### src/rtl/rr_onehot_arbiter.sv
// rtl/rr_onehot_arbiter.sv - round-robin arbiter with registered one-hot grant and inter-grant gap
//
// Purpose:
//   Arbitrates N_REQ level-sensitive request lines in round-robin order and
//   drives a registered one-hot grant for a downstream one-hot encoder.
//   A one-cycle gap with gnt=0 is inserted after every release. This means the
//   encoder only ever sees all-zero or exactly one hot bit. The grant never
//   moves directly from one channel to another.
//
// Ports:
//   clk        in   1      rising-edge clock
//   rst        in   1      synchronous reset, active-high, highest priority
//   req        in   N_REQ  level request per channel
//   gnt        out  N_REQ  registered one-hot grant, or all-zero
//   gnt_valid  out  1      high exactly when gnt != 0
//
// Parameters:
//   N_REQ     number of request channels (4, matches the encoder width)
//   MAX_HOLD  max consecutive grant cycles while others wait; 0 = unlimited

module rr_onehot_arbiter #(
  parameter int N_REQ    = 4,
  parameter int MAX_HOLD = 8
) (
  input  logic             clk,
  input  logic             rst,
  input  logic [N_REQ-1:0] req,
  output logic [N_REQ-1:0] gnt,
  output logic             gnt_valid
);

  localparam int IW = $clog2(N_REQ);
  // The hold counter is kept at least one bit wide so MAX_HOLD=0 still elaborates.
  localparam int HW = (MAX_HOLD > 0) ? $clog2(MAX_HOLD + 1) : 1;
  localparam logic [HW-1:0] HOLD_LAST = (MAX_HOLD > 0) ? HW'(MAX_HOLD - 1) : '0;

  typedef enum logic [1:0] {
    S_IDLE  = 2'd0,
    S_GRANT = 2'd1,
    S_GAP   = 2'd2
  } state_e;

  state_e           state_q, state_d;
  logic [IW-1:0]    ptr_q, ptr_d;
  logic [IW-1:0]    cur_q, cur_d;
  logic [HW-1:0]    hold_q, hold_d;
  logic [N_REQ-1:0] gnt_q, gnt_d;

  logic             found;
  logic [IW-1:0]    pick;
  logic             competing;
  logic             release_now;

  function automatic logic [N_REQ-1:0] onehot(input logic [IW-1:0] i);
    logic [N_REQ-1:0] v;
    v    = '0;
    v[i] = 1'b1;
    return v;
  endfunction

  // Round-robin search starting at ptr_q. The loop runs from the farthest offset
  // down to offset 0, so the nearest requester overwrites the others and wins.
  // The index wraps naturally because IW bits cover exactly N_REQ channels.
  always_comb begin
    logic [IW-1:0] idx;
    found = 1'b0;
    pick  = '0;
    idx   = '0;
    for (int k = N_REQ - 1; k >= 0; k--) begin
      idx = ptr_q + IW'(k);
      if (req[idx]) begin
        found = 1'b1;
        pick  = idx;
      end
    end
  end

  assign competing = |(req & ~onehot(cur_q));

  // Forced release fires on the last allowed hold cycle, and only when
  // someone else is waiting. A lone requester keeps its grant forever.
  assign release_now = !req[cur_q] ||
                       ((MAX_HOLD != 0) && (hold_q == HOLD_LAST) && competing);

  always_comb begin
    state_d = state_q;
    ptr_d   = ptr_q;
    cur_d   = cur_q;
    hold_d  = hold_q;
    gnt_d   = gnt_q;

    unique case (state_q)
      S_IDLE: begin
        gnt_d = '0;
        if (found) begin
          gnt_d   = onehot(pick);
          cur_d   = pick;
          hold_d  = '0;
          state_d = S_GRANT;
        end
      end

      S_GRANT: begin
        hold_d = (hold_q == {HW{1'b1}}) ? hold_q : hold_q + HW'(1);
        if (release_now) begin
          gnt_d   = '0;
          ptr_d   = cur_q + IW'(1);
          state_d = S_GAP;
        end
      end

      S_GAP: begin
        // ptr_q already points past the released channel. The released
        // channel is therefore reached last, so it wins only when it is the
        // sole requester.
        gnt_d = '0;
        if (found) begin
          gnt_d   = onehot(pick);
          cur_d   = pick;
          hold_d  = '0;
          state_d = S_GRANT;
        end else begin
          state_d = S_IDLE;
        end
      end

      default: begin
        gnt_d   = '0;
        state_d = S_IDLE;
      end
    endcase
  end

  always_ff @(posedge clk) begin
    if (rst) begin
      state_q <= S_IDLE;
      ptr_q   <= '0;
      cur_q   <= '0;
      hold_q  <= '0;
      gnt_q   <= '0;
    end else begin
      state_q <= state_d;
      ptr_q   <= ptr_d;
      cur_q   <= cur_d;
      hold_q  <= hold_d;
      gnt_q   <= gnt_d;
    end
  end

  assign gnt       = gnt_q;
  assign gnt_valid = |gnt_q;

endmodule

### config.mk
export PLATFORM = sky130hd
export DESIGN_NAME = rr_onehot_arbiter
export DESIGN_NICKNAME = d
export VERILOG_FILES = /design/src/rtl/rr_onehot_arbiter.sv
export SDC_FILE = /design/constraint.sdc
export NUM_CORES = 1
export LEC_CHECK = 0
export CAP_MARGIN = 20
export CORE_MARGIN = 2
export CORE_UTILIZATION = 56
export CTS_CLUSTER_SIZE = 25
export DETAILED_ROUTE_END_ITERATION = 8
export PLACE_DENSITY = 0.87
export SLEW_MARGIN = 15
export SYNTH_ARGS = -nofsm -noshare
export SYNTH_HDL_FRONTEND = slang
export SYNTH_SLANG_ARGS = --single-unit
### constraint.sdc
create_clock -name clk -period 2.5 [get_ports clk]
set_input_delay 0.5 -clock clk [delete_from_list [all_inputs] [get_ports clk]]
set_output_delay 0.5 -clock clk [all_outputs]
set_load 0.005 [all_outputs]
### Yosys cells after proc, flatten, opt, wreduce, memory -nomap -nowiden

Index checks and enable logic that the tools add are counted.

| storage, ports and cells | value |
|---|---|
| output and inout port bits | 5 |
| input bits | 6 |
| register bits | 14 |
| logic and storage cells | 74 |

| operators by class | value |
|---|---|
| reduce and logical (&&, ||, !) cells | 14 |
| muxes and demuxes | 32 |
| eq/ne operators | 8 |
| add/subtract/negate cells | 5 |
| bitwise operators | 2 |
| $lt $le $gt $ge | 8 |

Operators with widths:

| cell | count |
|---|---|
| < comparator 2 x 3 -> 1 bit, second input constant | 6 |
| 2-to-1 mux 4 bit | 4 |
| case mux 4 bit (2 select lines) | 2 |
| 2-to-1 mux 1 bit | 12 |
| 2-to-1 mux 2 bit | 6 |
| binary-select mux 1 bit (select 2 bit) | 5 |
| OR reduction 4 bit | 2 |
| != test 2 bit, second input constant | 3 |
| case mux 2 bit (3 select lines) | 1 |
| AND reduction 2 bit | 3 |
| adder 2 x 1 -> 2 bit, second input constant | 2 |
| adder 2 bit, second input constant | 2 |
| adder 4 x 1 -> 4 bit, second input constant | 1 |
| AND 4 bit | 1 |
| demux 1 bit (select 2 bit) | 2 |
| == test 4 x 3 -> 1 bit, second input constant | 1 |
| == test 4 bit, second input constant | 1 |
| >= comparator 2 x 1 -> 1 bit, second input constant | 2 |
| NOT 4 bit | 1 |
| logical AND 1 bit | 3 |
| AND reduction 3 bit | 1 |
| == test 2 x 1 -> 1 bit, second input constant | 1 |
| == test 2 bit, second input constant | 1 |
| zero test 2 bit | 1 |
| 5 further kinds | 5 |

### Logic depth before layout (Yosys ltp)

Gate-level depths: netlist of run 1.

| logic depth | value |
|---|---|
| word-level depth | 13 |
| mapped depth | 7 |
| depth with buffers taken out | 7 |

### Least setup slack after synthesis of run 1

No wires, ideal clock.

| path | value |
|---|---|
| path type | reg2reg |
| start point | register cur_q[0] |
| end point | register gnt_q[0] (netlist: gnt[0]) |
| cell stages (with the launch flop) | 7 |
| buffers on the path | 0 |
| arrival | 1.488 ns |
| data required time | 2.435 ns |
| setup slack | 0.947 ns |
| library setup time | 0.065 ns |
| period minus slack after synthesis | 1.553 ns |
| cell sequence | dfxtp_1 > ha_1 > nor2b_4 > o41ai_4 > nand4b_2 > o32a_1 > nor2_1 |

| between the ends | value |
|---|---|
| longest elaborated chain between the ends | 10 |
| elaborated cells between the ends (all ways) | 14 |
| classes of those cells | order compare (2); eq/ne (1); mux (4); bitwise (2); reduce/logical (5) |

Ends and longest elaborated chain:

| item | line | RTL |
|---|---|---|
| start: declaration | 45 | `logic [IW-1:0] cur_q, cur_d;` |
| start signal: assignment | 144 | `cur_q <= cur_d;` |
| < comparator 2 x 3 -> 1 bit (implied by the code) or >= comparator 2 x 1 -> 1 bit (tied branches) | 57 | `v[i] = 1'b1;` |
| logical AND 1 bit (implied by the code) | 57 |  |
| 2-to-1 mux 1 bit (implied by the code) | 57 |  |
| demux 1 bit (select 2 bit) | 57 |  |
| NOT 4 bit | 78 | `assign competing = \|(req & ~onehot(cur_q));` |
| AND 4 bit | 78 |  |
| OR reduction 4 bit | 78 |  |
| logical AND 1 bit | 83 | `((MAX_HOLD != 0) && (hold_q == HOLD_LAST) && competing);` |
| logical OR 1 bit * | 82 | `assign release_now = !req[cur_q] \|\|` |
| != test 2 bit (no source line) * | - |  |
| end signal: assignment | 146 | `gnt_q <= gnt_d;` |
| end: declaration | 47 | `logic [N_REQ-1:0] gnt_q, gnt_d;` |

Mark *: on every way between the ends. The rest lies on a longest branch, timed or not. The select of a mux whose other input is x is not followed.
A chain may end at the register's enable or synchronous reset.

### Final worst setup path of run 1

| path | value |
|---|---|
| start point | register gnt_q[3] (netlist: gnt[3]) |
| end point | output gnt_valid |

| between the ends | value |
|---|---|
| longest elaborated chain between the ends | 1 |

Ends and longest elaborated chain:

| item | line | RTL |
|---|---|---|
| OR reduction 4 bit | 151 | `assign gnt_valid = \|gnt_q;` |
| end: declaration | 29 | `output logic gnt_valid` |

Every way passes these cells.

==> key figures, run 1 <==
Outcome
  • Outcome: complete, no violations

Synthesis
  • Leading area contributor after synthesis: dfxtp_1
  • Yosys warnings: 0
  • Post-synthesis sequential area ratio: 33.4%
  • Flops & latches, synth: 14
  • Post-synth top cells: 14 x dfxtp_1, 12 x nor2_1, 10 x a21oi_1
  • Synthesized Nets: 104
  • Cells after Synth: 93
  • Synth top area share: 33.4%
  • Mapped Area: 840 µm²
  • Synth Flop Type: dfxtp_1
  • Synth cell types: 33
  • Count leader, synth: dfxtp_1
  • Synth area leaders: dfxtp_1 33%, ha_1 7.5%, a21oi_1 6.0%, nor2_1 5.4%, nand2_1 4.0%
  • Post-synth EDFFs: 0
  • Syn avg cell area: 9.03 µm²
  • Async set-or-reset flop fraction in the synthesized netlist: 0%

Worst setup path
  • WP data arrival: between 1500 and 2000 ps
  • Worst setup EP type: output pin
  • Crit-path max cell delay: just over 500 ps
  • Critical Path RT: 2000 ps
  • Worst-path fanout max: 3
  • R2R Setup Slk: 800 ps
  • Crit path max-delay cell type: or4_1
  • Worst Setup Start Kind: register
  • CP Class: reg2out
  • Worst path buffer plus inverter count: 1
  • CP delay by family, top: simple AND/OR/NAND/NOR gates
  • Critical-path cell list: or4_1, clkdlybuf4s50_1

Routing
  • First-pass DRT Iterations: 4
  • Antenna viol nets, final: 0
  • Per-cell routed wire length: 12.4 µm
  • Vias per cell: 5.73
  • Detailed-route DRC error count: 0
  • Total wire length: 1490 µm
  • Via count: 687
  • Initial DRC count: 14

Finish
  • Share of cells above drive strength 1: around 14%
  • Fin area: 990 µm²
  • Synth-to-layout area growth: 17.9%
  • # nets final: 117
  • Fin util: 73.3%
  • Ant. Diodes: 0

Floorplanning
  • Io pins: 11
  • Core Area: 1350 µm²
  • Die height: 42.7 µm
  • Initial core utilization: between 60% and 70%
  • Die ar.: approximately 1800 µm²
  • # rows: 13
  • Chip Width: 42.7 µm

Clocking
  • Post-CTS Hold Fix Bufs: 0
  • Clk root buf: clkbuf_4
  • Clock Pin Slew Worst Setup and Hold Paths: 80 ps
  • Clk_lat worst skew: roughly 270 ps
  • Clock tree from TritonCTS: built
  • H-tree levels: 1
  • Postcts setup bufs: 0
  • Clock buffer depth: 2
  • Sink Count: 14
  • CTS Buf Count: 3
  • Post_cts resized: 0

Flow run
  • Max Cap Viol: 0

Power and ir drop
  • LEAKAGE: 0.365 nW
  • Peak VDD IR: 0.000499 V
  • PD cells: around 530 nW/µm²
  • Total power: 0.521 mW

GRT
  • First-pass GRT wire length: roughly 2500 µm
  • Number of global-route vias before repair: between 500 and 600
  • Initial antenna violation count: 0
  • Gr usage total: 18.5%
  • Total grt overflow: 0
  • Largest net degree at the start of global routing: 17

Place
  • GPL Wtd Cong: 0.792
  • Post-DP HPWL: 1170 µm
  • Cell Area, Placed: 953 µm²
  • # port buffers: 10

Timing
  • Final hold violations: 0
  • TNS Setup: 0 ps
  • RSZ-0062 raised after global routing: false
  • Slew @ Worst Pin: 521 ps
  • Hold slack: 517 ps
  • Final Cycle Share: between 80 and 90%
  • Max_slew headroom: 65.2%
  • Clock skew: 1.04 ps
  • Fmax: between 0.4 and 0.5 GHz
  • Setup violators final: 0
  • Final slew viol count: 0
  • Crit path time final: a little over 2000 ps

Worst hold path
  • Worst min-delay path class: reg2reg
## power by group
part           leakage, nW  switching, mW  total (mW)  internal, mW
clock network       0.0210         0.0685       0.157        0.0885
logic                0.229         0.0511       0.109        0.0577
registers            0.114         0.0180       0.255         0.237
total                0.365          0.138       0.521         0.383
## cell type report
| class | instances | area, µm² |
|---|---|---|
| Sequential cell | 14 | 280 |
| Timing Repair Buffer | 11 | 108 |
| Fill cell | 105 | 360 |
| Clock buffer | 4 | 36.3 |
| Multi-Input combinational cell | 71 | 528 |
| Inverter | 5 | 18.8 |
| Tap cell | 15 | 18.8 |
## tightest hold or removal path, cell delays in order, from the launching register on
cell      delay [ps]
dfxtp_1          330
nand2b_1          70
o32ai_1           70
## registers in the layout, indices dropped and copies added (netlist names)
register	flops
state_q	2
cur_q	2
gnt	4
hold_q	4
ptr_q	2
## cells in the final DEF, fill, tap and decap left out, drive strengths merged, types with 2 or more instances in the layout
cell type / instances
nand2: 9
a211oi: 2
o32a: 2
inv: 5
nor2b: 5
dfxtp: 14
ha: 5
clkbuf: 4
xor2: 2
mux2i: 2
nand2b: 3
nor2: 12
a21oi: 11
clkdlybuf4s50: 10
o32ai: 2
## worst paths after layout
path,start,to,depth (start not counted)
worst min register to register,gnt[1],gnt[1],2
worst min-delay path,gnt[1],gnt[1],2
worst max-delay path,gnt[3],gnt_valid,2
worst max register to register,cur_q[0],gnt[2],6
## logic make-up after synthesis
kind of cell	Yosys count	share of synthesized area (%)
XOR/XNOR	3	3.13
multiplexers	4	6.41
flip-flops	14	33.4
AND/OR/NAND/NOR	37	25.9
adder cells (fa/ha/maj)	5	7.45
AO/OA/AOI/OAI	22	20.0
buffers and inverters	8	3.73
## metal layers
metal	vias to the layer above	routed length, µm	part of all wire [%]	global-route usage, %
met5	-	0	0	0
met4	0	14	0.94	7.50
met3	2	74	5.0	4.26
met2	9	688	46	28.2
met1	322	709	48	25.1
li1	354	-	-	-
## metrics by stage
step                      instances  setup WS (ps)
after CTS                       120            421
after detailed placement        116            288
after global placement          116            297
final                           120            434
after floorplan                  93            947
after global routing            120            372
No activity file was read; power rests on OpenSTA's default activity.
==> inputs of run 2 (changes only) <==
Settings changed: CORE_UTILIZATION 56 to 52, PLACE_DENSITY 0.87 to 0.82.
Clock period 2.5 ns to 2.05 ns, I/O delays scaled along.
==> key figures, run 2 (same netlist as run 1, synthesis figures left out) <==
Worst setup path
  • Critical-path cell list: clkdlybuf4s50_1, buf_4, mux2i_1, nor2_1, nor3_2, nand2_1, o32ai_1
  • Crit-path max cell delay: 440 ps (-70 ps)
  • Reg2reg end: ptr_q[1]
  • Critical Path RT: 2230 ps (+230 ps)
  • Beginning of the critical path: req[2]
  • Worst path depth: 7 (+5)
  • Worst setup EP type: register
  • Crit path capture: gnt[1]
  • RR Startpoint: cur_q[0]
  • CP Class: in2reg
  • CP delay by family, top: buffers and inverters
  • Worst path buffer plus inverter count: 2 (+1)
  • Worst-path fanout max: 4 (+1)
  • R2R Setup Slk: 310 ps (-490 ps)
  • Worst Setup Start Kind: input pin
  • Crit path max-delay cell type: clkdlybuf4s50_1
  • WP data arrival: 1950 ps (+380 ps)
  • R2R cell count: 7 (+1)

GRT
  • Initial antenna violation count: 0 (unchanged)
  • First-pass GRT wire length: 2860 µm (+12%)
  • Largest net degree at the start of global routing: 17 (unchanged)
  • Gr usage total: 19.6% (+1.1 points)
  • Total grt overflow: 0 (unchanged)
  • Number of global-route vias before repair: 693 (+17%)

Outcome
  • Outcome: complete, no violations

Floorplanning
  • Die height: 44.2 µm (+3.4%)
  • Die ar.: 1950 µm² (+7.0%)
  • Core Area: 1510 µm² (+12%)
  • Initial core utilization: 55.7% (-6.5 points)
  • Chip Width: 44.2 µm (+3.4%)
  • # rows: 14 (+1)
  • Io pins: 11 (unchanged)

Place
  • Post-DP HPWL: 1260 µm (+8.0%)
  • Cell Area, Placed: 985 µm² (+3.3%)
  • GPL Wtd Cong: 0.783 (-1.1%)
  • # port buffers: 10 (unchanged)
  • Worst slack at placement: -8.40 ps (-297 ps)
  • Dpl cells: 121 (+4.3%)

Worst hold path
  • Worst min-delay path class: reg2reg
  • Min-Delay Startpoint: gnt[1]

Timing
  • Slew @ Worst Pin: 528 ps (+6.73 ps)
  • TNS Setup: 0 ps (unchanged)
  • Final slew viol count: 0 (unchanged)
  • Setup violators final: 0 (unchanged)
  • Fmax: 0.563 GHz
  • RSZ-0062 raised after global routing: false
  • Clock skew: 0.762 ps (-0.281 ps)
  • Hold slack: 516 ps (-1.18 ps)
  • Max_slew headroom: 64.7% (-0.45 points)
  • Crit path time final: 1780 ps
  • Final hold violations: 0 (unchanged)
  • Setup WS post-layout: 273 ps (-161 ps)
  • Final Cycle Share: 86.7%

Clocking
  • Clock buffer depth: 2 (unchanged)
  • Sink Count: 14 (unchanged)
  • Postcts setup bufs: 0 (unchanged)
  • Post-CTS Hold Fix Bufs: 0 (unchanged)
  • H-tree levels: 1 (unchanged)
  • Post_cts resized: 0 (unchanged)
  • Clk root buf: clkbuf_4
  • CTS Buf Count: 3 (unchanged)
  • Clock tree from TritonCTS: built
  • Clk_lat worst skew: 270 ps (about the same)
  • Clock Pin Slew Worst Setup and Hold Paths: 90 ps (about the same)

Finish
  • # nets final: 121 (+3.4%)
  • Leading cell type in the layout, fill and taps excluded: dfxtp_1
  • Finished Layout Cells: 125 (+4.2%)
  • Share of cells above drive strength 1: 17.4% (+3.1 points)
  • Most frequent cells in the layout: 14 x dfxtp_1, 12 x nor2_1, 10 x a21oi_1
  • Synth-to-layout area growth: 21.9%
  • Fin util: 67.9% (-5.4 points)
  • Fin area: 1020 µm² (+3.4%)
  • Fillers: 125 (+19%)
  • Ant. Diodes: 0 (unchanged)

Routing
  • Vias per cell: 5.67 (-0.93%)
  • Detailed-route DRC error count: 0 (unchanged)
  • Via count: 709 (+3.2%)
  • Antenna viol nets, final: 0 (unchanged)
  • Initial DRC count: 20 (+6)
  • First-pass DRT Iterations: 4 (unchanged)
  • Per-cell routed wire length: 13.4 µm (+8.0%)
  • Total wire length: 1670 µm (+13%)

Power and ir drop
  • PD cells: 635 nW/µm² (+21%)
  • Peak VDD IR: 0.000506 V (+1.3%)
  • Total power: 0.649 mW (+25%)
  • LEAKAGE: 0.397 nW (+8.8%)

Flow run
  • Max Cap Viol: 0 (unchanged)
## run 2: worst min path at each step
stage | end | slack (ps) | cells after the start
2_1_floorplan | gnt[1] | 480 | 2
3_3_place_gp | gnt[3] | 490 | 2
3_5_place_dp | gnt[3] | 500 | 2
4_1_cts | gnt[1] | 520 | 2
5_1_grt | gnt[1] | 540 | 2
6_report | gnt[1] | 520 | 2
## run 2: final cells by class
cell class	instances	area [µm²]	area share, %
multi-input cells	71	528	51.6
flip-flops and latches	14	280	27.4
repair buffers	15	140	13.7
clock buffers	4	36.3	3.55
well taps	16	20.0	1.96
inverters	5	18.8	1.83
## run 2: worst reg2reg max path, stage by stage, from the launching register on
cell and delay [ps]:
dfxtp_1 460, inv_1 110, ha_1 210, nor2b_1 200, o41ai_4 100, a21oi_2 250
mux2i_1 240, nor2_1 50
## run 2: layer usage
layer / vias to the layer above / share of wire [%] / global-route usage (%)
met2: 15 / 49 / 33.5
met3: 4 / 3.1 / 2.86
met5: - / 0 / 0
met1: 330 / 47 / 24.4
met4: 0 / 1.6 / 8.48
li1: 360 / - / -
## run 2: report_power, final
group	total (mW)	switching (mW)	internal, mW	leakage (nW)
combinational	0.141	0.0669	0.0744	0.262
sequential	0.311	0.0222	0.289	0.114
clock	0.197	0.0891	0.108	0.0210
total	0.649	0.178	0.471	0.397
